--- config.mk ---
export PLATFORM = sky130hd
export DESIGN_NAME = ex_alu1_writeback_receiver
export DESIGN_NICKNAME = d
export VERILOG_FILES = /design/src/rtl/ex_alu1_writeback_receiver.sv
export SDC_FILE = /design/constraint.sdc
export NUM_CORES = 1
export LEC_CHECK = 0
export CAP_MARGIN = 20
export CORE_MARGIN = 2
export CORE_UTILIZATION = 60
export CTS_BUF_LIST = sky130_fd_sc_hd__clkbuf_16
export DETAILED_ROUTE_END_ITERATION = 6
export HOLD_SLACK_MARGIN = 0.03
export MAX_ROUTING_LAYER = met4
export PLACE_DENSITY = 0.8
export REMOVE_ABC_BUFFERS = 1
export SYNTH_ARGS = -nofsm -noshare
export SYNTH_HDL_FRONTEND = slang
export SYNTH_SLANG_ARGS = --single-unit
export TNS_END_PERCENT = 1
--- constraint.sdc ---
create_clock -name iCLOCK -period 19.05 [get_ports iCLOCK]
set_input_delay 4.7625 -clock iCLOCK [delete_from_list [all_inputs] [get_ports iCLOCK]]
set_output_delay 4.7625 -clock iCLOCK [all_outputs]
set_load 0.01 [all_outputs]
--- src/rtl/ex_alu1_writeback_receiver.sv ---
// ALU1 writeback receiver. It buffers every execute-port result beat in a FIFO and drains one
// per cycle into the register/flag write ports and the commit-done notify.
module ex_alu1_writeback_receiver #(
  parameter int unsigned DEPTH   = 8,
  parameter int unsigned DEPTH_N = 3
) (
  input  logic               iCLOCK,
  input  logic               iRESET,
  input  logic               iFREE_EX,
  input  logic               iEX_ALU1_VALID,
  input  logic [5:0]         iEX_ALU1_COMMIT_TAG,
  input  logic               iEX_ALU1_SYSREG,
  input  logic [5:0]         iEX_ALU1_DESTINATION_REGNAME,
  input  logic               iEX_ALU1_WRITEBACK,
  input  logic [31:0]        iEX_ALU1_DATA,
  input  logic [4:0]         iEX_ALU1_FLAG,
  input  logic               iEX_ALU1_FLAGS_WRITEBACK,
  input  logic [3:0]         iEX_ALU1_FLAGS_REGNAME,
  output logic               oWB_VALID,
  input  logic               iWB_BUSY,
  output logic               oWB_GPR_WR,
  output logic               oWB_SPR_WR,
  output logic [5:0]         oWB_REGNAME,
  output logic [31:0]        oWB_DATA,
  output logic               oWB_FLAG_WR,
  output logic [3:0]         oWB_FLAGS_REGNAME,
  output logic [4:0]         oWB_FLAG,
  output logic               oCOMMIT_DONE,
  output logic [5:0]         oCOMMIT_TAG,
  output logic [DEPTH_N:0]   oCOUNT,
  output logic               oOVERFLOW
);

  typedef struct packed {
    logic [5:0]  tag;
    logic        sysreg;
    logic [5:0]  regname;
    logic        writeback;
    logic [31:0] data;
    logic [4:0]  flag;
    logic        flags_writeback;
    logic [3:0]  flags_regname;
  } entry_t;

  localparam logic [DEPTH_N-1:0] PtrOne    = {{(DEPTH_N-1){1'b0}}, 1'b1};
  localparam logic [DEPTH_N:0]   CountOne  = {{DEPTH_N{1'b0}}, 1'b1};
  localparam logic [DEPTH_N:0]   CountFull = DEPTH[DEPTH_N:0];

  entry_t               mem_q [DEPTH];
  logic [DEPTH_N-1:0]   wr_ptr_q, wr_ptr_d, rd_ptr_q, rd_ptr_d;
  logic [DEPTH_N:0]     count_q, count_d;
  logic                 done_q, done_d, ovf_q, ovf_d;
  logic [5:0]           tag_q, tag_d;
  logic                 full, wb_valid, push, pop;
  entry_t               head, in_entry;

  assign in_entry = '{
    tag:             iEX_ALU1_COMMIT_TAG,
    sysreg:          iEX_ALU1_SYSREG,
    regname:         iEX_ALU1_DESTINATION_REGNAME,
    writeback:       iEX_ALU1_WRITEBACK,
    data:            iEX_ALU1_DATA,
    flag:            iEX_ALU1_FLAG,
    flags_writeback: iEX_ALU1_FLAGS_WRITEBACK,
    flags_regname:   iEX_ALU1_FLAGS_REGNAME
  };

  assign head     = mem_q[rd_ptr_q];
  assign full     = (count_q == CountFull);
  assign wb_valid = (count_q != '0);
  assign pop      = wb_valid && !iWB_BUSY && !iFREE_EX;
  // A full FIFO still accepts a beat when the head retires in the same cycle.
  assign push     = iEX_ALU1_VALID && !iFREE_EX && (!full || pop);

  always_comb begin
    wr_ptr_d = wr_ptr_q;
    rd_ptr_d = rd_ptr_q;
    count_d  = count_q;
    done_d   = 1'b0;
    tag_d    = tag_q;
    ovf_d    = ovf_q;
    if (iFREE_EX) begin
      wr_ptr_d = '0;
      rd_ptr_d = '0;
      count_d  = '0;
      ovf_d    = 1'b0;
    end else begin
      done_d = pop;
      if (pop) begin
        tag_d    = head.tag;
        rd_ptr_d = rd_ptr_q + PtrOne;
      end
      if (push) wr_ptr_d = wr_ptr_q + PtrOne;
      if (push && !pop) count_d = count_q + CountOne;
      else if (pop && !push) count_d = count_q - CountOne;
      if (iEX_ALU1_VALID && full && !pop) ovf_d = 1'b1;
    end
  end

  always_ff @(posedge iCLOCK or posedge iRESET) begin
    if (iRESET) begin
      wr_ptr_q <= '0;
      rd_ptr_q <= '0;
      count_q  <= '0;
      done_q   <= 1'b0;
      tag_q    <= '0;
      ovf_q    <= 1'b0;
    end else begin
      wr_ptr_q <= wr_ptr_d;
      rd_ptr_q <= rd_ptr_d;
      count_q  <= count_d;
      done_q   <= done_d;
      tag_q    <= tag_d;
      ovf_q    <= ovf_d;
    end
  end

  always_ff @(posedge iCLOCK or posedge iRESET) begin
    if (iRESET) begin
      for (int i = 0; i < DEPTH; i++) mem_q[i] <= '0;
    end else if (push) begin
      mem_q[wr_ptr_q] <= in_entry;
    end
  end

  // Head fields come straight from storage, gated so the port reads all-zero when empty.
  assign oWB_VALID         = wb_valid;
  assign oWB_GPR_WR        = wb_valid && !head.sysreg && head.writeback;
  assign oWB_SPR_WR        = wb_valid && head.sysreg && head.writeback;
  assign oWB_REGNAME       = head.regname & {6{wb_valid}};
  assign oWB_DATA          = head.data & {32{wb_valid}};
  assign oWB_FLAG_WR       = wb_valid && head.flags_writeback;
  assign oWB_FLAGS_REGNAME = head.flags_regname & {4{wb_valid}};
  assign oWB_FLAG          = head.flag & {5{wb_valid}};
  assign oCOMMIT_DONE      = done_q;
  assign oCOMMIT_TAG       = tag_q;
  assign oCOUNT            = count_q;
  assign oOVERFLOW         = ovf_q;

endmodule
== After elaboration in Yosys (flattened, before gate mapping) ==
Cells that the tools add are included.
Storage, ports and cells
  logic and storage cells: 128
  bits in registers: 466
Operators by class
  mux-type cells: 16
  bitwise operators: 7
  magnitude comparators: 3
  reduce and logical (&&, ||, !) cells: 27
  equality and inequality tests: 1
  add/subtract/negate cells: 4
Operators by type and width (number)
  448-bit bitwise mux: 1
  56-bit binary-select mux with 3-bit select: 1
  56-bit demux with 3-bit select: 1
  56-bit 2-to-1 mux: 3
  32-bit AND: 1
  1-bit logical AND: 14
  3-bit 2-to-1 mux: 4
  4-bit 2-to-1 mux: 3
  4-bit greater-or-equal comparator (second input constant): 2
  3-bit NOT with 4-bit output: 2
  3-bit by 1-bit adder with 3-bit output (second input constant): 2
  6-bit AND: 1
  1-bit zero test: 6
  2-bit nonzero test: 3
  5-bit AND: 1
  4-bit by 1-bit adder with 4-bit output (second input constant): 1
  4-bit AND: 1
  4-bit == test (second input constant): 1
  4-bit by 1-bit < comparator with 1-bit output (second input constant): 1
  4-bit nonzero test: 1
  4-bit by 1-bit subtractor with 4-bit output (second input constant): 1
  1-bit 2-to-1 mux: 3
  3-bit nonzero test: 1
  2-bit AND reduction: 1
  2 further kinds: 2

== Depth between registers and ports, before layout ==
Gate-level depths: netlist of the first run.
  depth in word-level cells: 10
  gate-level depth with buffers: 8
  depth with buffers taken out: 8

== Worst setup path after synthesis of the first run ==
Ideal clock, no wire load.
  kind: input to register
  start: input iWB_BUSY
  end: register count_q[3] (netlist: oCOUNT[3])
  stages on the path: 8
  slack: 12.415 ns
  data arrival time: 6.511 ns
  cells stage by stage: clkbuf_1 a21oi_1 or2_2 ha_1 a21o_1 a2111oi_0 a2111oi_0 a211o_1
Between the ends
  word-level cells in the longest chain between the ends: 8
  elaborated cells between the ends (all ways): 12
  classes of those cells: mux (2); reduce/logical (10)
Ends and longest elaborated chain
  start: declaration: line 20  | input logic iWB_BUSY,
  1-bit zero test *: line 71  | assign pop = wb_valid && !iWB_BUSY && !iFREE_EX;
  1-bit logical AND * (2 in series): line 71
  1-bit logical OR: line 73  | assign push = iEX_ALU1_VALID && !iFREE_EX && (!full || pop);
  1-bit logical AND: line 73
  1-bit logical AND or 1-bit zero test (tied branches): line 94, 95
  4-bit 2-to-1 mux or 1-bit logical AND (tied branches): line 94, 95
  4-bit 2-to-1 mux or 3-bit nonzero test (tied branches)
  end signal: assignment: line 111  | count_q <= count_d;
  end: declaration: line 51  | logic [DEPTH_N:0] count_q, count_d;
Mark *: on every way between the ends. The rest lies on a longest branch, timed or not.
A chain may end at the register's enable or synchronous reset.

== Final worst setup path of the first run ==
  start: register rd_ptr_q[0]
  end: output oWB_GPR_WR
Between the ends
  word-level cells in the longest chain between the ends: 7
Ends and longest elaborated chain
  start: declaration: line 50  | logic [DEPTH_N-1:0] wr_ptr_q, wr_ptr_d, rd_ptr_q, rd_ptr_d;
  start signal: assignment: line 110  | rd_ptr_q <= rd_ptr_d;
  3-bit NOT with 4-bit output (not written as such) *: line 68  | assign head = mem_q[rd_ptr_q];
  56-bit binary-select mux with 3-bit select *: line 68
  56-bit 2-to-1 mux (not written as such) * (2 in series): line 68
  1-bit zero test: line 128  | assign oWB_GPR_WR = wb_valid && !head.sysreg && head.writeback;
  1-bit logical AND: line 128
  1-bit logical AND *: line 128
  end: declaration: line 21  | output logic oWB_GPR_WR,
Mark *: on every way between the ends. The rest lies on a longest branch, timed or not. The select of a mux whose other input is x is not followed.

==> impl_metrics.json, run 1 <==
{
  "dr.pass1.iters": 4,
  "ctsHoldBuffers": 0,
  "vias": 11500,
  "synth_most_common_cell": "dfrtp_1",
  "yosysTopAreaCell": "dfrtp_1",
  "overflow": 0,
  "die_y_um": 193,
  "cap_violations": 0,
  "area_delta_synth_final_pct": 13.1,
  "layout-drive-gt1-share": 0.445,
  "ioPinCount": 124,
  "yosysSeqAreaShare": 0.546,
  "place_hpwl_mm": 23.9,
  "finalCritPeriodShare": 0.453,
  "synth_edf_count": 0,
  "cts_root_buffer": "clkbuf_16",
  "fin_ws_ns": 10.42,
  "clock_latency_ns": 0.54,
  "drt_iter0_drc": 698,
  "rows": 69,
  "wl_met3_mm": 1.48,
  "synth-seq-cells": 466,
  "grt_usage": 0.251,
  "h-tree-depth": 2,
  "synth_cell_types": 41,
  "start_util": 0.605,
  "grt_setup_unrepaired": "false",
  "async_flop_share": 1.00,
  "wl_met2_mm": 21.3,
  "netlist_area_sq_mm": 0.0213,
  "wl_met1_mm": 19.7,
  "hold_class": "reg -> reg",
  "clock_path_buffers": 3,
  "crit_path_end_kind": "primary output",
  "wl_mm": 43.1,
  "ctsResizeCount": 0,
  "grt_pass1_vias": 12300,
  "synth_commonest_cells": "466 x dfrtp_1, 401 x mux2_2, 112 x mux4_2, 62 x nor2_1, 56 x mux2i_1",
  "ant_nets": 0,
  "antenna_found_initial": 1,
  "grt_first_pass_wirelength_mm": 69.4,
  "worstPathCellList": "buf_4 > mux4_2 > or3b_2 > a21oi_1 > clkdlybuf4s50_1",
  "final_area_sq_mm": 0.0241,
  "finClkSkew_ns": 0.00947,
  "cts_tree": "yes",
  "finalNonFillerCells": 1910,
  "portBuffers": 123,
  "cts_made_buffers": 48,
  "avgSynthCellArea_sq_um": 16.2,
  "placed_cells": 1823,
  "place_congestion": 0.760,
  "vdd_drop_max_uv": 256,
  "core_area_sq_mm": 0.0353,
  "worst_pin_slew_ns": 1.07,
  "die_w_um": 193,
  "fp.dieArea_sq_mm": 0.0371,
  "synthTopCellsByArea": "dfrtp_1 55%, mux2_2 21%, mux4_2 12%, mux2_4 2.8%, mux2i_1 2.6%",
  "path_class": "reg -> out",
  "remaining_drc_errors": 0,
  "clkTransAtPathRegs_ns": 0.06,
  "timing.final.max_slew_violations": 0,
  "fin_crit_ns": 8.63,
  "vias_per_cell": 6.02,
  "relSlewSlack": 0.287,
  "grt_start_max_net_pins": 182,
  "critPathMaxStageDelay_ns": 0.78,
  "hold_viol": 0,
  "dp_slack_ns": 10.90,
  "setup_viol": 0,
  "finalSetupTns_ns": 0,
  "final_nets": 1479,
  "pwr_density_cell_mw_per_mm2": 140,
  "post_cts_buffers": 0,
  "cp.required_ns": 14.29,
  "synthFlopType": "dfrtp_1",
  "critPathLaunchType": "register",
  "p_leak_nw": 10.9,
  "placed_area_sq_mm": 0.0227,
  "clock_sinks": 466,
  "synth_top_area_share": 0.546,
  "syn_inst": 1316,
  "slowest_stage": "dfrtp_4",
  "status": "complete, no violations",
  "crit_fanout": 44,
  "wl_per_cell_um": 22.5,
  "worst_ep_arrival_time_ns": 3.87,
  "yosys_warnings": 0,
  "maxUsedRoutingLayer": "met4",
  "timing.fmax_mhz": 116,
  "power.total_mw": 3.37
}
layout make-up:
class,instances,area [sq um]
multi-input combinational,748,9050
tap,461,577
clock buffer,49,1230
timing repair buffer,140,1380
clock inverter,36,178
antenna,1,2.50
inverter,9,41.3
fill,2420,11200
sequential,466,11700
path summary, 6_finish.rpt:
check,depth (start not counted),from,slack [ns],endpoint
worst max-delay path,5,rd_ptr_q[0],10.42,oWB_GPR_WR
worst min-delay path,2,oCOMMIT_TAG[2],0.48,oCOMMIT_TAG[2]
worst max register to register,9,oCOUNT[0],15.87,oCOUNT[3]
worst min register to register,2,oCOMMIT_TAG[2],0.48,oCOMMIT_TAG[2]
max in group asynchronous,4,iRESET,11.69,mem_q[355]
min in group asynchronous,2,iRESET,4.86,mem_q[341]
worst max-delay path, delay by kind of cell, from the launching register on:
family	cells	cell delay [ns]
flip-flops	1	0.78
multiplexers	1	0.61
AND/OR/NAND/NOR	1	0.45
AO/OA/AOI/OAI	1	0.15
buffers and inverters	2	1.29
registers in the layout, summed over array words and instances (netlist names):
register	flops
mem_q	448
oOVERFLOW	1
rd_ptr_q	3
wr_ptr_q	3
oCOMMIT_TAG	6
oCOUNT	4
oCOMMIT_DONE	1
through the flow:
stage                     hold WS, ns  utilization
after global routing            0.506        0.684
after floorplan                 0.453            -
final                           0.477        0.684
after detailed placement        0.470        0.643
after global placement          0.462        0.643
after CTS                       0.483        0.683
where the power goes:
group	total, mW	internal, mW	switching [mW]
registers	1.41	1.25	0.153
logic	1.12	0.660	0.460
clock network	0.847	0.476	0.371
total	3.37	2.39	0.984
logic make-up after synthesis:
group           Yosys count  synth area share
simple gates             93            0.0193
fa+ha+maj                 5           0.00328
buf+inv                 102            0.0320
flops                   466             0.546
xor+xnor                  5           0.00205
compound gates           27           0.00832
mux                     618             0.389
cell usage in the layout, fill, tap and decap left out, drive strengths merged, types with 2 or more instances in the layout:
| master | netlist | layout |
|---|---|---|
| a2111oi | 2 | 2 |
| a211o | 2 | 2 |
| a21oi | 6 | 6 |
| buf | 74 | 17 |
| clkbuf | 19 | 49 |
| clkdlybuf4s50 | 0 | 123 |
| clkinv | 0 | 19 |
| dfrtp | 466 | 466 |
| ha | 4 | 4 |
| inv | 9 | 24 |
| mux2 | 450 | 450 |
| mux2i | 56 | 56 |
| mux4 | 112 | 112 |
| nand2 | 10 | 10 |
| nand2b | 2 | 2 |
| nand3 | 2 | 2 |
| nand3b | 3 | 3 |
| nor2 | 62 | 62 |
| nor3 | 5 | 5 |
| o21ai | 10 | 10 |
| or2 | 2 | 2 |
| or3 | 3 | 3 |
| or3b | 2 | 2 |
| xnor2 | 3 | 3 |
| xor2 | 2 | 2 |
layer usage:
metal / vias to the layer above / global-route usage
met4: 0 / 0.0511
met2: 164 / 0.399
li1: 5072 / -
met5: - / -
met3: 52 / 0.0349
met1: 6218 / 0.352
Power figures use the tool's default switching activity.
==> inputs of run 2 (changes only) <==
- CORE_UTILIZATION: 60 -> 54
- PLACE_DENSITY: 0.8 -> 0.76
- clock period: 19.05 -> 7.94 ns (I/O delays scaled with it)
==> run 2 against run 1 <==
  * Setup slack worse by 7.8 ns
  * Global-route usage down 1.7 points
  * Core utilization down 5.3 points
  * Sequential cell count unchanged
  * Largest cell class unchanged
  * Largest power group unchanged
==> impl_metrics.json, run 2 (synthesized netlist as in run 1, its figures left out) <==
{
  "status": "complete, no violations",
  "antenna_found_initial": 2,
  "cts_root_buffer": "clkbuf_16",
  "post_cts_buffers": 0,
  "overflow": 0,
  "fin_crit_ns": 5.35,
  "cp.required_ns": 5.96,
  "clkTransAtPathRegs_ns": 0.06,
  "r2r_cells": 9,
  "rr_endpoint": "oCOUNT[3]",
  "reg2reg_from": "oCOUNT[0]",
  "finalCritPeriodShare": 0.673,
  "clock_path_buffers": 3,
  "vias": 11700,
  "vias_per_cell": 5.92,
  "dr.pass1.iters": 4,
  "relSlewSlack": 0.240,
  "hold_class": "reg -> reg",
  "grt_first_pass_wirelength_mm": 73.0,
  "start_util": 0.550,
  "timing.final.max_slew_violations": 0,
  "clock_latency_ns": 0.56,
  "crit_fanout": 49,
  "wl_mm": 44.3,
  "fp.dieArea_sq_mm": 0.0411,
  "vdd_drop_max_uv": 247,
  "place_congestion": 0.798,
  "ctsResizeCount": 0,
  "largest_reg_flops": 448,
  "setup_viol": 0,
  "grt_setup_unrepaired": "false",
  "crit_path_end_kind": "primary output",
  "drt_iter0_drc": 736,
  "hp-start": "oCOMMIT_TAG[3]",
  "fin_util": 0.630,
  "grt_pass1_vias": 12700,
  "min_to": "oCOMMIT_TAG[3]",
  "clock_sinks": 466,
  "cap_violations": 0,
  "pwr_density_cell_mw_per_mm2": 346,
  "power.total_mw": 8.46,
  "portBuffers": 123,
  "mostFrequentLayoutCell": "dfrtp_1",
  "die_y_um": 203,
  "h-tree-depth": 2,
  "final_nets": 1478,
  "wl_per_cell_um": 22.5,
  "finClkSkew_ns": 0.0133,
  "hold_depth": 2,
  "ctsHoldBuffers": 0,
  "grt_start_max_net_pins": 181,
  "hold_viol": 0,
  "core_area_sq_mm": 0.0388,
  "regMostFlops": "mem_q",
  "timing.fmax_mhz": 187,
  "rows": 72,
  "area_delta_synth_final_pct": 14.6,
  "final_cell_mix": "463 x dfrtp_1, 401 x mux2_2, 123 x clkdlybuf4s50_1",
  "grt_usage": 0.233,
  "critPathLaunchType": "register",
  "ioPinCount": 124,
  "cts_made_buffers": 48,
  "place_hpwl_mm": 24.8,
  "worst_ep_arrival_time_ns": 3.36,
  "cts_tree": "yes",
  "die_w_um": 203,
  "worst_pin_slew_ns": 1.14,
  "ant_nets": 0,
  "remaining_drc_errors": 0,
  "path_class": "reg -> out",
  "regToRegSetupSlack_ns": 4.64,
  "layout-drive-gt1-share": 0.454,
  "p_leak_nw": 11.0
}
-- run 2: power breakdown --
group          switching [mW]  leakage, nW  internal [mW]
clock                   0.928        0.830           1.41
combinational            1.13         4.06           1.59
sequential              0.391         6.14           3.00
-- run 2: area by class of cell --
cell class,count,area (sq um)
clock buffer,49,1230
timing repair buffer,139,1400
tap,518,648
sequential,466,11700
antenna,3,7.51
multi-input combinational,748,9050
clock inverter,38,415
inverter,9,41.3
fill,2827,14400
-- run 2: per-layer routing --
layer | vias to the layer above | track usage | part of all wire
li1 | 5091 | - | -
met1 | 6351 | 0.327 | 0.46
met2 | 177 | 0.370 | 0.49
met3 | 53 | 0.0308 | 0.032
met4 | 0 | 0.0514 | 0.016
met5 | - | - | 0
-- run 2: critical path: stages, from the launching register on --
cell and delay (ns):
dfrtp_4 0.94, buf_12 0.42, mux4_2 0.54, mux2i_1 0.25, nor2_1 0.07, clkdlybuf4s50_1 0.52
-- run 2: worst max-delay path by stage --
stage | start | end | slack [ns] | depth (start not counted)
2_1_floorplan | iRESET | mem_q[0] | -7.04 | 1
3_3_place_gp | iFREE_EX | mem_q[303] | 2.65 | 6
3_5_place_dp | iFREE_EX | mem_q[318] | 2.58 | 6
4_1_cts | rd_ptr_q[1] | oWB_REGNAME[2] | 2.48 | 5
5_1_grt | rd_ptr_q[1] | oWB_REGNAME[2] | 2.36 | 5
6_report | rd_ptr_q[1] | oWB_REGNAME[2] | 2.59 | 5
-- run 2: stage by stage --
stage	area, sq um	TNS (ns)	std cells	setup WS [ns]	hold slack, ns
final	24500	0	1970	2.59	0.475
after global placement	22800	0	1880	2.65	0.464
after floorplan	20700	-3280.94	1223	-7.04	0.453
after CTS	24500	0	1967	2.48	0.482
after global routing	24500	0	1969	2.36	0.497
after detailed placement	22800	0	1880	2.58	0.469
==> inputs of run 3 (changes only) <==
- CORE_UTILIZATION: 54 -> 60
- PLACE_DENSITY: 0.76 -> 0.8
- clock period: 7.94 -> 5.4 ns (I/O delays scaled with it)
==> run 3 against run 2 <==
  * Sequential power up 46%
  * Setup slack worse by 1.6 ns
  * Register-to-register slack lost 2.5 ns
  * Non-clock buffer count is 12 higher
  * Power rose by 43%
  * Critical endpoint is now oWB_DATA[17]
  * Largest cell class unchanged
  * Largest power group unchanged
==> impl_metrics.json, run 3 (synthesized netlist as in run 1, its figures left out) <==
{
  "status": "complete, no violations",
  "timing.final.max_slew_violations": 0,
  "clkTransAtPathRegs_ns": 0.06,
  "slowest_stage": "dfrtp_4",
  "cp.required_ns": 4.05,
  "remaining_drc_errors": 0,
  "cts_root_buffer": "clkbuf_16",
  "worstPathCellList": "buf_4 > mux4_2 > mux2i_1 > nor2_1 > clkdlybuf4s50_1",
  "drt_iter0_drc": 529,
  "cap_violations": 0,
  "wl_mm": 43.7,
  "finalCritPeriodShare": 0.825,
  "h-tree-depth": 2,
  "portBuffers": 123,
  "place_congestion": 0.773,
  "ctsHoldBuffers": 0,
  "grt_first_pass_wirelength_mm": 70.7,
  "grt_start_max_net_pins": 113,
  "regMostFlops": "mem_q",
  "final_nets": 1491,
  "clock_sinks": 466,
  "placed_cells": 1835,
  "area_delta_synth_final_pct": 14.4,
  "antenna_found_initial": 1,
  "placed_area_sq_mm": 0.0230,
  "overflow": 0,
  "p_leak_nw": 11.1,
  "grt_pass1_vias": 12500,
  "clock_path_buffers": 3,
  "layout-drive-gt1-share": 0.451,
  "crit_fanout": 24,
  "die_w_um": 193,
  "worst_pin_slew_ns": 0.877,
  "relSlewSlack": 0.415,
  "pwr_density_cell_mw_per_mm2": 495,
  "nFillCells": 2446,
  "ant_nets": 0,
  "start_util": 0.605,
  "core_area_sq_mm": 0.0353,
  "ctsResizeCount": 0,
  "largest_reg_flops": 448,
  "crit_path_end_kind": "primary output",
  "clock_latency_ns": 0.56,
  "vias": 11600,
  "worst_ep_arrival_time_ns": 3.10,
  "place_hpwl_mm": 25.0,
  "grt_setup_unrepaired": "false",
  "reg2reg_from": "oCOUNT[0]",
  "vias_per_cell": 6.04,
  "final_cell_mix": "463 x dfrtp_1, 401 x mux2_2, 123 x clkdlybuf4s50_1",
  "r2r_cells": 9,
  "dr.pass1.iters": 4,
  "hold_depth": 1,
  "fin_crit_ns": 4.45,
  "final_area_sq_mm": 0.0244,
  "finClkSkew_ns": 0.0186,
  "finalNonFillerCells": 1925,
  "hold_class": "reg -> reg",
  "die_y_um": 193,
  "finalSetupTns_ns": 0,
  "ioPinCount": 124,
  "timing.fmax_mhz": 225,
  "post_cts_buffers": 0,
  "path_class": "reg -> out",
  "cts_tree": "yes",
  "rows": 69,
  "mostFrequentLayoutCell": "dfrtp_1",
  "grt_usage": 0.256,
  "wl_per_cell_um": 22.7,
  "fp.dieArea_sq_mm": 0.0371,
  "hold_viol": 0,
  "vdd_drop_max_uv": 870,
  "startpoint": "rd_ptr_q[0]",
  "setup_viol": 0,
  "cts_made_buffers": 49,
  "hp-start": "mem_q[232]",
  "critPathLaunchType": "register",
  "critPathMaxStageDelay_ns": 0.69
}
-- run 3: where the power goes --
part           switching [mW]  internal [mW]  total, mW
Sequential              0.541           4.42       4.96
Clock                    1.33           1.74       3.07
Combinational            1.68           2.37       4.05
-- run 3: worst paths after layout --
| kind | slack, ns | end |
|---|---|---|
| worst max-delay path | 0.95 | oWB_DATA[17] |
| worst max register to register | 2.15 | oCOUNT[3] |
| max in group asynchronous | 2.97 | mem_q[297] |
| worst min-delay path | 0.48 | mem_q[232] |
| min in group asynchronous | 1.35 | mem_q[93] |
| worst min register to register | 0.48 | mem_q[232] |
-- run 3: layout make-up --
cell class / instances / area [sq um] / share of cell area
Antenna cell: 1 / 2.50 / 0.000102
Inverter: 9 / 41.3 / 0.00169
Clock inverter: 38 / 185 / 0.00758
Multi-Input combinational cell: 748 / 9050 / 0.371
Timing Repair Buffer: 151 / 1620 / 0.0662
Sequential cell: 466 / 11700 / 0.478
Tap cell: 461 / 577 / 0.0236
Clock buffer: 51 / 1280 / 0.0522
-- run 3: metrics by stage --
step | power [mW] | utilization | hold WS (ns) | setup WS, ns
after detailed placement | 9.12 | 0.650 | 0.473 | 1.17
after floorplan | 7.60 | - | 0.453 | -8.95
after CTS | 12.2 | 0.692 | 0.486 | 0.871
after global routing | 12.8 | 0.692 | 0.495 | 0.752
final | 12.1 | 0.692 | 0.484 | 0.948
after global placement | 8.95 | 0.650 | 0.463 | 1.26
-- run 3: worst max-delay path: cells and delay by family (launching register included) --
family,cells,cell delay [ns]
buffers and inverters,2,0.98
muxes,2,0.78
DFF,1,0.69
and+or+nand+nor,1,0.08
-- run 3: metal layers --
layer / wire length, um / GRT usage / vias up / share of wire
li1: - / - / 5105 / -
met1: 19800 / 0.366 / 6281 / 0.45
met2: 21500 / 0.402 / 183 / 0.49
met3: 1670 / 0.0367 / 53 / 0.038
met4: 652 / 0.0470 / 0 / 0.015
met5: 0 / - / - / 0
